===== config.mk =====
export PLATFORM = sky130hd
export DESIGN_NAME = elastic_pipeline_flat
export DESIGN_NICKNAME = d
export VERILOG_FILES = /design/src/rtl/elastic_pipeline_if.sv /design/src/rtl/elastic_pipeline.sv /design/src/flat_wrapper.sv
export SDC_FILE = /design/constraint.sdc
export NUM_CORES = 1
export LEC_CHECK = 0
export ABC_AREA = 1
export CAP_MARGIN = 20
export CORE_MARGIN = 8
export CORE_UTILIZATION = 40
export CTS_BUF_LIST = sky130_fd_sc_hd__clkbuf_2
export DETAILED_ROUTE_END_ITERATION = 10
export GPL_ROUTABILITY_DRIVEN = 0
export SYNTH_ARGS = -nofsm -noshare
export SYNTH_HDL_FRONTEND = slang
export SYNTH_SLANG_ARGS = --single-unit

===== constraint.sdc =====
create_clock -name clk -period 2.1 [get_ports clk]
set_input_delay 0.21 -clock clk [delete_from_list [all_inputs] [get_ports clk]]
set_output_delay 0.21 -clock clk [all_outputs]
set_load 0.02 [all_outputs]

===== src/rtl/elastic_pipeline_if.sv =====
// Handshake bundle for elastic_pipeline: upstream source, downstream sink,
// global enable/flush and the occupancy readback.
interface elastic_pipeline_if #(
  parameter int NUM_STAGES = 4,
  parameter int DATA_WIDTH = 16,
  parameter int NUM_LANES  = 2,
  parameter int CNT_W      = (NUM_STAGES < 1) ? 1 : $clog2(NUM_STAGES + 1)
);
  logic                            en_in;
  logic                            flush_in;
  logic [NUM_LANES*DATA_WIDTH-1:0] src_data_in;
  logic                            src_valid_in;
  logic                            src_ready_out;
  logic [NUM_LANES*DATA_WIDTH-1:0] dst_data_out;
  logic                            dst_valid_out;
  logic                            dst_ready_in;
  logic [CNT_W-1:0]                occupancy_out;

  // Driver side: produces beats, consumes the pipeline output.
  modport master (
    output en_in, flush_in, src_data_in, src_valid_in, dst_ready_in,
    input  src_ready_out, dst_data_out, dst_valid_out, occupancy_out
  );

  // Pipeline side.
  modport slave (
    input  en_in, flush_in, src_data_in, src_valid_in, dst_ready_in,
    output src_ready_out, dst_data_out, dst_valid_out, occupancy_out
  );
endinterface


===== src/rtl/elastic_pipeline.sv =====
// Multi-lane elastic delay pipeline: per-slot valid/ready, bubble
// collapsing, synchronous flush and a registered occupancy count.
module elastic_pipeline #(
  parameter int NUM_STAGES = 4,
  parameter int DATA_WIDTH = 16,
  parameter int NUM_LANES  = 2,
  parameter int BYPASS     = 0,
  parameter int CNT_W      = (NUM_STAGES < 1) ? 1 : $clog2(NUM_STAGES + 1)
) (
  input logic               clk,
  input logic               arst_n,
  elastic_pipeline_if.slave bus
);

  localparam int W = NUM_LANES * DATA_WIDTH;

  generate
    if (BYPASS != 0 || NUM_STAGES == 0) begin : g_pass
      assign bus.dst_data_out  = bus.src_data_in;
      assign bus.dst_valid_out = bus.src_valid_in & bus.en_in;
      assign bus.src_ready_out = bus.dst_ready_in & bus.en_in;
      assign bus.occupancy_out = '0;
    end else begin : g_pipe
      localparam int N = NUM_STAGES;

      logic [N-1:0]     v_q, v_d, adv;
      logic [W-1:0]     d_q [N];
      logic [W-1:0]     d_d [N];
      logic [CNT_W-1:0] occ_q, occ_d;
      logic             live, up, dn;

      assign live = bus.en_in & ~bus.flush_in;

      // Ready chain, evaluated from the output slot back to the input slot;
      // a scalar carry avoids a self-referencing vector in one block.
      always_comb begin
        logic a;
        adv    = '0;
        a      = live & (~v_q[N-1] | bus.dst_ready_in);
        adv[N-1] = a;
        for (int unsigned i = 1; i < N; i++) begin
          a = live & (~v_q[N-1-i] | a);
          adv[N-1-i] = a;
        end
      end

      // Slot next-state: advancing slots take the upstream neighbour, data
      // only follows a valid beat so empty slots keep stable contents.
      always_comb begin
        v_d = v_q;
        for (int unsigned k = 0; k < N; k++) d_d[k] = d_q[k];
        if (adv[0]) begin
          v_d[0] = bus.src_valid_in;
          if (bus.src_valid_in) d_d[0] = bus.src_data_in;
        end
        for (int unsigned k = 1; k < N; k++) begin
          if (adv[k]) begin
            v_d[k] = v_q[k-1];
            if (v_q[k-1]) d_d[k] = d_q[k-1];
          end
        end
        if (bus.flush_in) v_d = '0;
      end

      assign up = bus.src_valid_in & adv[0];
      assign dn = bus.dst_valid_out & bus.dst_ready_in;

      // Occupancy follows accepted/released beats; flush empties it.
      always_comb begin
        occ_d = occ_q;
        if (bus.flush_in)  occ_d = '0;
        else if (up && !dn) occ_d = occ_q + CNT_W'(1);
        else if (dn && !up) occ_d = occ_q - CNT_W'(1);
      end

      // State registers with asynchronous clear.
      always_ff @(posedge clk or negedge arst_n) begin
        if (!arst_n) begin
          v_q   <= '0;
          occ_q <= '0;
          for (int unsigned k = 0; k < N; k++) d_q[k] <= '0;
        end else begin
          v_q   <= v_d;
          occ_q <= occ_d;
          for (int unsigned k = 0; k < N; k++) d_q[k] <= d_d[k];
        end
      end

      assign bus.src_ready_out = adv[0];
      assign bus.dst_valid_out = v_q[N-1] & bus.en_in;
      assign bus.dst_data_out  = d_q[N-1];
      assign bus.occupancy_out = occ_q;
    end
  endgenerate

endmodule


===== src/flat_wrapper.sv =====
// flat-port wrapper written by rule: the top's interface ports become plain ports
module elastic_pipeline_flat 
#(
  parameter int NUM_STAGES = 4,
  parameter int DATA_WIDTH = 16,
  parameter int NUM_LANES  = 2,
  parameter int BYPASS     = 0,
  parameter int CNT_W      = (NUM_STAGES < 1) ? 1 : $clog2(NUM_STAGES + 1)
)
  (clk, arst_n, bus_en_in, bus_flush_in, bus_src_data_in, bus_src_valid_in, bus_dst_ready_in, bus_src_ready_out, bus_dst_data_out, bus_dst_valid_out, bus_occupancy_out);
  elastic_pipeline_if #(.NUM_STAGES(NUM_STAGES), .DATA_WIDTH(DATA_WIDTH), .NUM_LANES(NUM_LANES), .CNT_W(CNT_W)) bus_i ();
  input logic clk;
  input logic arst_n;
  input wire logic [$bits(bus_i.en_in)-1:0] bus_en_in;
  input wire logic [$bits(bus_i.flush_in)-1:0] bus_flush_in;
  input wire logic [$bits(bus_i.src_data_in)-1:0] bus_src_data_in;
  input wire logic [$bits(bus_i.src_valid_in)-1:0] bus_src_valid_in;
  input wire logic [$bits(bus_i.dst_ready_in)-1:0] bus_dst_ready_in;
  output wire logic [$bits(bus_i.src_ready_out)-1:0] bus_src_ready_out;
  output wire logic [$bits(bus_i.dst_data_out)-1:0] bus_dst_data_out;
  output wire logic [$bits(bus_i.dst_valid_out)-1:0] bus_dst_valid_out;
  output wire logic [$bits(bus_i.occupancy_out)-1:0] bus_occupancy_out;
  assign bus_i.en_in = bus_en_in;
  assign bus_i.flush_in = bus_flush_in;
  assign bus_i.src_data_in = bus_src_data_in;
  assign bus_i.src_valid_in = bus_src_valid_in;
  assign bus_i.dst_ready_in = bus_dst_ready_in;
  assign bus_src_ready_out = bus_i.src_ready_out;
  assign bus_dst_data_out = bus_i.dst_data_out;
  assign bus_dst_valid_out = bus_i.dst_valid_out;
  assign bus_occupancy_out = bus_i.occupancy_out;
  elastic_pipeline #(.NUM_STAGES(NUM_STAGES), .DATA_WIDTH(DATA_WIDTH), .NUM_LANES(NUM_LANES), .BYPASS(BYPASS), .CNT_W(CNT_W)) u_core (.clk(clk), .arst_n(arst_n), .bus(bus_i));
endmodule

==> metrics.md <==
| Metric | Value |
|---|---|
| CP Class | reg -> out |
| Synth Register Bits | 135 |
| Total number of vias | about 3.9k |
| Post-Synth Simple-Gate Area | 0.2166 |
| Gr ovfl total | 0 |
| Worst slew pin tran | around 0.8 ns |
| Combinational power share | 0.286 |
| Worst skew pair latency | around 0.63 ns |
| Max VDD drop | between 0.0002 and 0.0003 V |
| Initial antenna violation count | 1 |
| Largest family of logic cells by synthesized area | simple AND/OR/NAND/NOR gates |
| H-tree Lvls | 4 |
| IO Pins | 75 |
| Prevailing post-synth register cell | dfrtp_1 |
| Vias in the first global route | 3964 |
| Die footprint | 17770 µm² |
| First-pass GRT wire length | between 15 and 20 mm |
| Initial core utilization | 0.4028 |
| XOR/XNOR Fraction of Synth Area | 0.001591 |
| P_int | about 4.8 mW |
| Global Route Usage Sum | 0.1391 |
| Crit-path leading delay family | buffers and inverters |
| Max_slew headroom | 0.4514 |
| Hold Path Stages | 3 |
| CP max stage cell | clkdlybuf4s50_1 |
| Post-synthesis net count | 640 |
| HPWL after DPL | about 7.9 mm |
| Stages on worst setup path | 1 |
| Final min period | between 1.5 and 2 ns |
| Final net count | between 600 and 700 |
| Mux share of post-synthesis cell area | 0 |
| Share of layout cells above drive strength 1 | 0.08258 |
| Switching part of the total power | 0.3313 |
| Setup bufs post-CTS | 0 |
| Top-count cell post-synth | nand2_1 |
| Startpoint Class | flop |
| CP endpoint kind | output pin |
| Final period util | 0.9241 |
| Reg2Reg Depth | 6 |
| Min-Delay Path Class | in -> reg |
| Adder-Cell Fraction of Synth Area | 0.003637 |
| Number of placement rows | 43 |
| Die width | around 130 µm |
| Num CTS Buffers | 17 |
| Core ar. | 13670 µm² |
| Run status | complete, no violations |
| Area leader, netlist | dfrtp_1 |
| Fmax | between 0.5 and 0.6 GHz |
| FF-to-FF Start | u_core.g_pipe.v_q[3]$_DFFE_PN0P_ |
| Area Overhead vs Synth | 17.28% |
| RSZ-0062 raised after global routing | no |
| Post-synth ARST share | 1.000 |
| Clk root buf | clkbuf_2 |
| Mapped Cells | between 600 and 700 |
| Port Buffers | between 70 and 80 |
| DRC Markers | 0 |
| Initial DRT Pass Iterations | 6 |
| Synth Area in Compound Gates | 0.06115 |
| CTS tree | yes |
| Final std cells w/o fill | between 800 and 900 |
| Setup tns final | 0 ns |
| Max-Cap Viols | 0 |
| Reg power frac | 0.541 |
| Skew final | roughly 0.017 ns |
| Die H | between 100 and 150 µm |
| Clock power frac | 0.173 |
| Routed wire per std cell | 13.49 µm |
| Placed Cells | slightly above 800 |
| Fin. Hold Viols | 0 |
| Setup-failing EPs final | 0 |
| Synthesis Warnings | 0 |
| CP Cell Sequence | clkdlybuf4s50_1 |
| Synth top area share | 0.6138 |
| Hold_sp | bus_src_data_in[16] |
| Clk buf depth | 2 |
| Vias/cell | between 4 and 5 |
| Area occupied by multi-input gates | about 1600 µm² |
| R2R Path End | u_core.g_pipe.d_q[33]$_DFFE_PN0P_ |
| Area of all sequential standard cells | roughly 3400 µm² |
| P_sw | roughly 2.4 mW |
| Post-synth EDFFs | 0 |
| Worst Hold Endpoint | u_core.g_pipe.d_q[112]$_DFFE_PN0P_ |
| Arr. time, crit path | between 1.5 and 2 ns |
| Largest net degree at the start of global routing | 52 |
| Avg Cell Area, Syn | 9.158 µm² |
| Synth top area cells | dfrtp_1 (61%), nand2_1 (16%), buf_4 (4.8%) |
| R2R setup slack | 0.27 ns |
| Post-route ant nets | 0 |
| Drt total wl | 11.43 mm |
| Power density over the cells | 1109 nW/µm² |
| Sink Count | 135 |
| Clk pin slew, worst setup/hold paths | about 0.16 ns |
| Slowest Stage Delay on Critical Path | about 0.65 ns |
| Post-synthesis sequential area ratio | 0.6138 |
| Synth cell types | 20 |
| Fin. max-slew vios | 0 |
| CP required | around 1.9 ns |
| # fillers | 1348 |
| Crit-path max FO | 4 |
| Pleak | ~3.2 nW |
| Cell area after synthesis | 5504 µm² |
| Top cells by count, synth | nand2_1 (240), dfrtp_1 (135), o21ai_0 (52) |
| Critical path buffers and inverters | 1 |
| Initial DRC Count | between 200 and 250 |
[what timing repair did]
item	in CTS	in global routing
cloned	0	0
endpoints found under the hold margin	135	4
endpoints found under the setup margin	2	1
resized for setup	2	2
hold buffers	2	1
[power by group through the flow]
stage	Combinational, mW	Sequential [mW]	Clock, mW
5_1_grt	2.32	3.98	1.42
4_1_cts	2.10	3.88	1.30
6_report	2.05	3.87	1.24
2_1_floorplan	1.53	3.83	0
3_5_place_dp	2.09	3.93	0
3_3_place_gp	2.03	3.90	0
[worst max path at each step]
stage	from	end	slack, ns
2_1_floorplan	u_core.g_pipe.v_q[3]$_DFFE_PN0P_	u_core.bus.occupancy_out[2]$_DFFE_PN0P_	0.33
3_3_place_gp	bus_dst_ready_in	u_core.g_pipe.d_q[49]$_DFFE_PN0P_	0.07
3_5_place_dp	bus_dst_ready_in	u_core.g_pipe.d_q[50]$_DFFE_PN0P_	0.002
4_1_cts	u_core.g_pipe.v_q[1]$_DFFE_PN0P_	bus_src_ready_out	0.03
5_1_grt	u_core.bus.occupancy_out[2]$_DFFE_PN0P_	bus_occupancy_out[2]	0.009
6_report	u_core.bus.occupancy_out[0]$_DFFE_PN0P_	bus_occupancy_out[0]	0.16
[through the flow]
stage / hold slack, ns / cell area, µm² / power (mW) / setup slack (ns) / utilization
after detailed placement: 0.1782 / 6260 / 6.018 / 0.001575 / 0.4581
after global placement: 0.1698 / 6260 / 5.933 / 0.07022 / 0.4581
final: 0.1060 / 6455 / 7.159 / 0.1593 / 0.4723
after global routing: 0.01969 / 6455 / 7.720 / 0.008788 / 0.4723
after CTS: 0.003575 / 6446 / 7.274 / 0.02963 / 0.4717
after floorplan: -0.08559 / 5504 / 5.356 / 0.3269 / -
[sequential cells by signal, indices dropped and copies added (netlist names)]
signal,flops
u_core.bus.dst_data_out,32
u_core.bus.occupancy_out,3
u_core.g_pipe.d_q,96
u_core.g_pipe.v_q,4
[routing by layer]
metal | global-route usage | share of wire | vias up
met4 | 0.04429 | 0.014 | 0
met1 | 0.1753 | 0.46 | 1840
li1 | - | - | 1942
met2 | 0.2212 | 0.47 | 86
met5 | 0 | 0 | -
met3 | 0.04631 | 0.052 | 15
[final cells by class]
type / instances / area share
Clock buffer: 22 / 0.01706
Clock inverter: 8 / 0.009110
Sequential cell: 135 / 0.5234
Inverter: 47 / 0.02733
Multi-Input combinational cell: 359 / 0.2425
Antenna cell: 1 / 0.0003877
Tap cell: 180 / 0.03489
Timing Repair Buffer: 95 / 0.1454
[layout by cell type (no fill, tap or decap)]
cell type          n
o21ai_1           12
buf_4             15
buf_12             3
nand2_2            3
nor2_1             2
a21oi_4            1
xnor2_1            1
dlygate4sd2_1      1
inv_1             45
nor2_4             3
nand4_1            3
diode_2            1
clkdlybuf4s50_1   71
nand3_1           39
o31ai_1            1
fa_1               1
clkbuf_2          23
dlygate4sd3_1      3
inv_2              2
nand2_1          240
buf_6              1
nand3_4            1
clkinv_2           2
dfrtp_1          135
o21ai_0           52
clkinv_1           5
bufinv_16          1
[logic make-up (layout without fill, tap and decap cells)]
kind of cell	count (synthesis)	after routing
DFF	135	135
adders and majority gates	1	1
other	0	1
xor gates and xnor gates	1	1
and+or+nand+nor	291	291
buffers and inverters	107	172
AOI/OAI and AO/OA	66	66
Power figures use the tool's default switching activity.
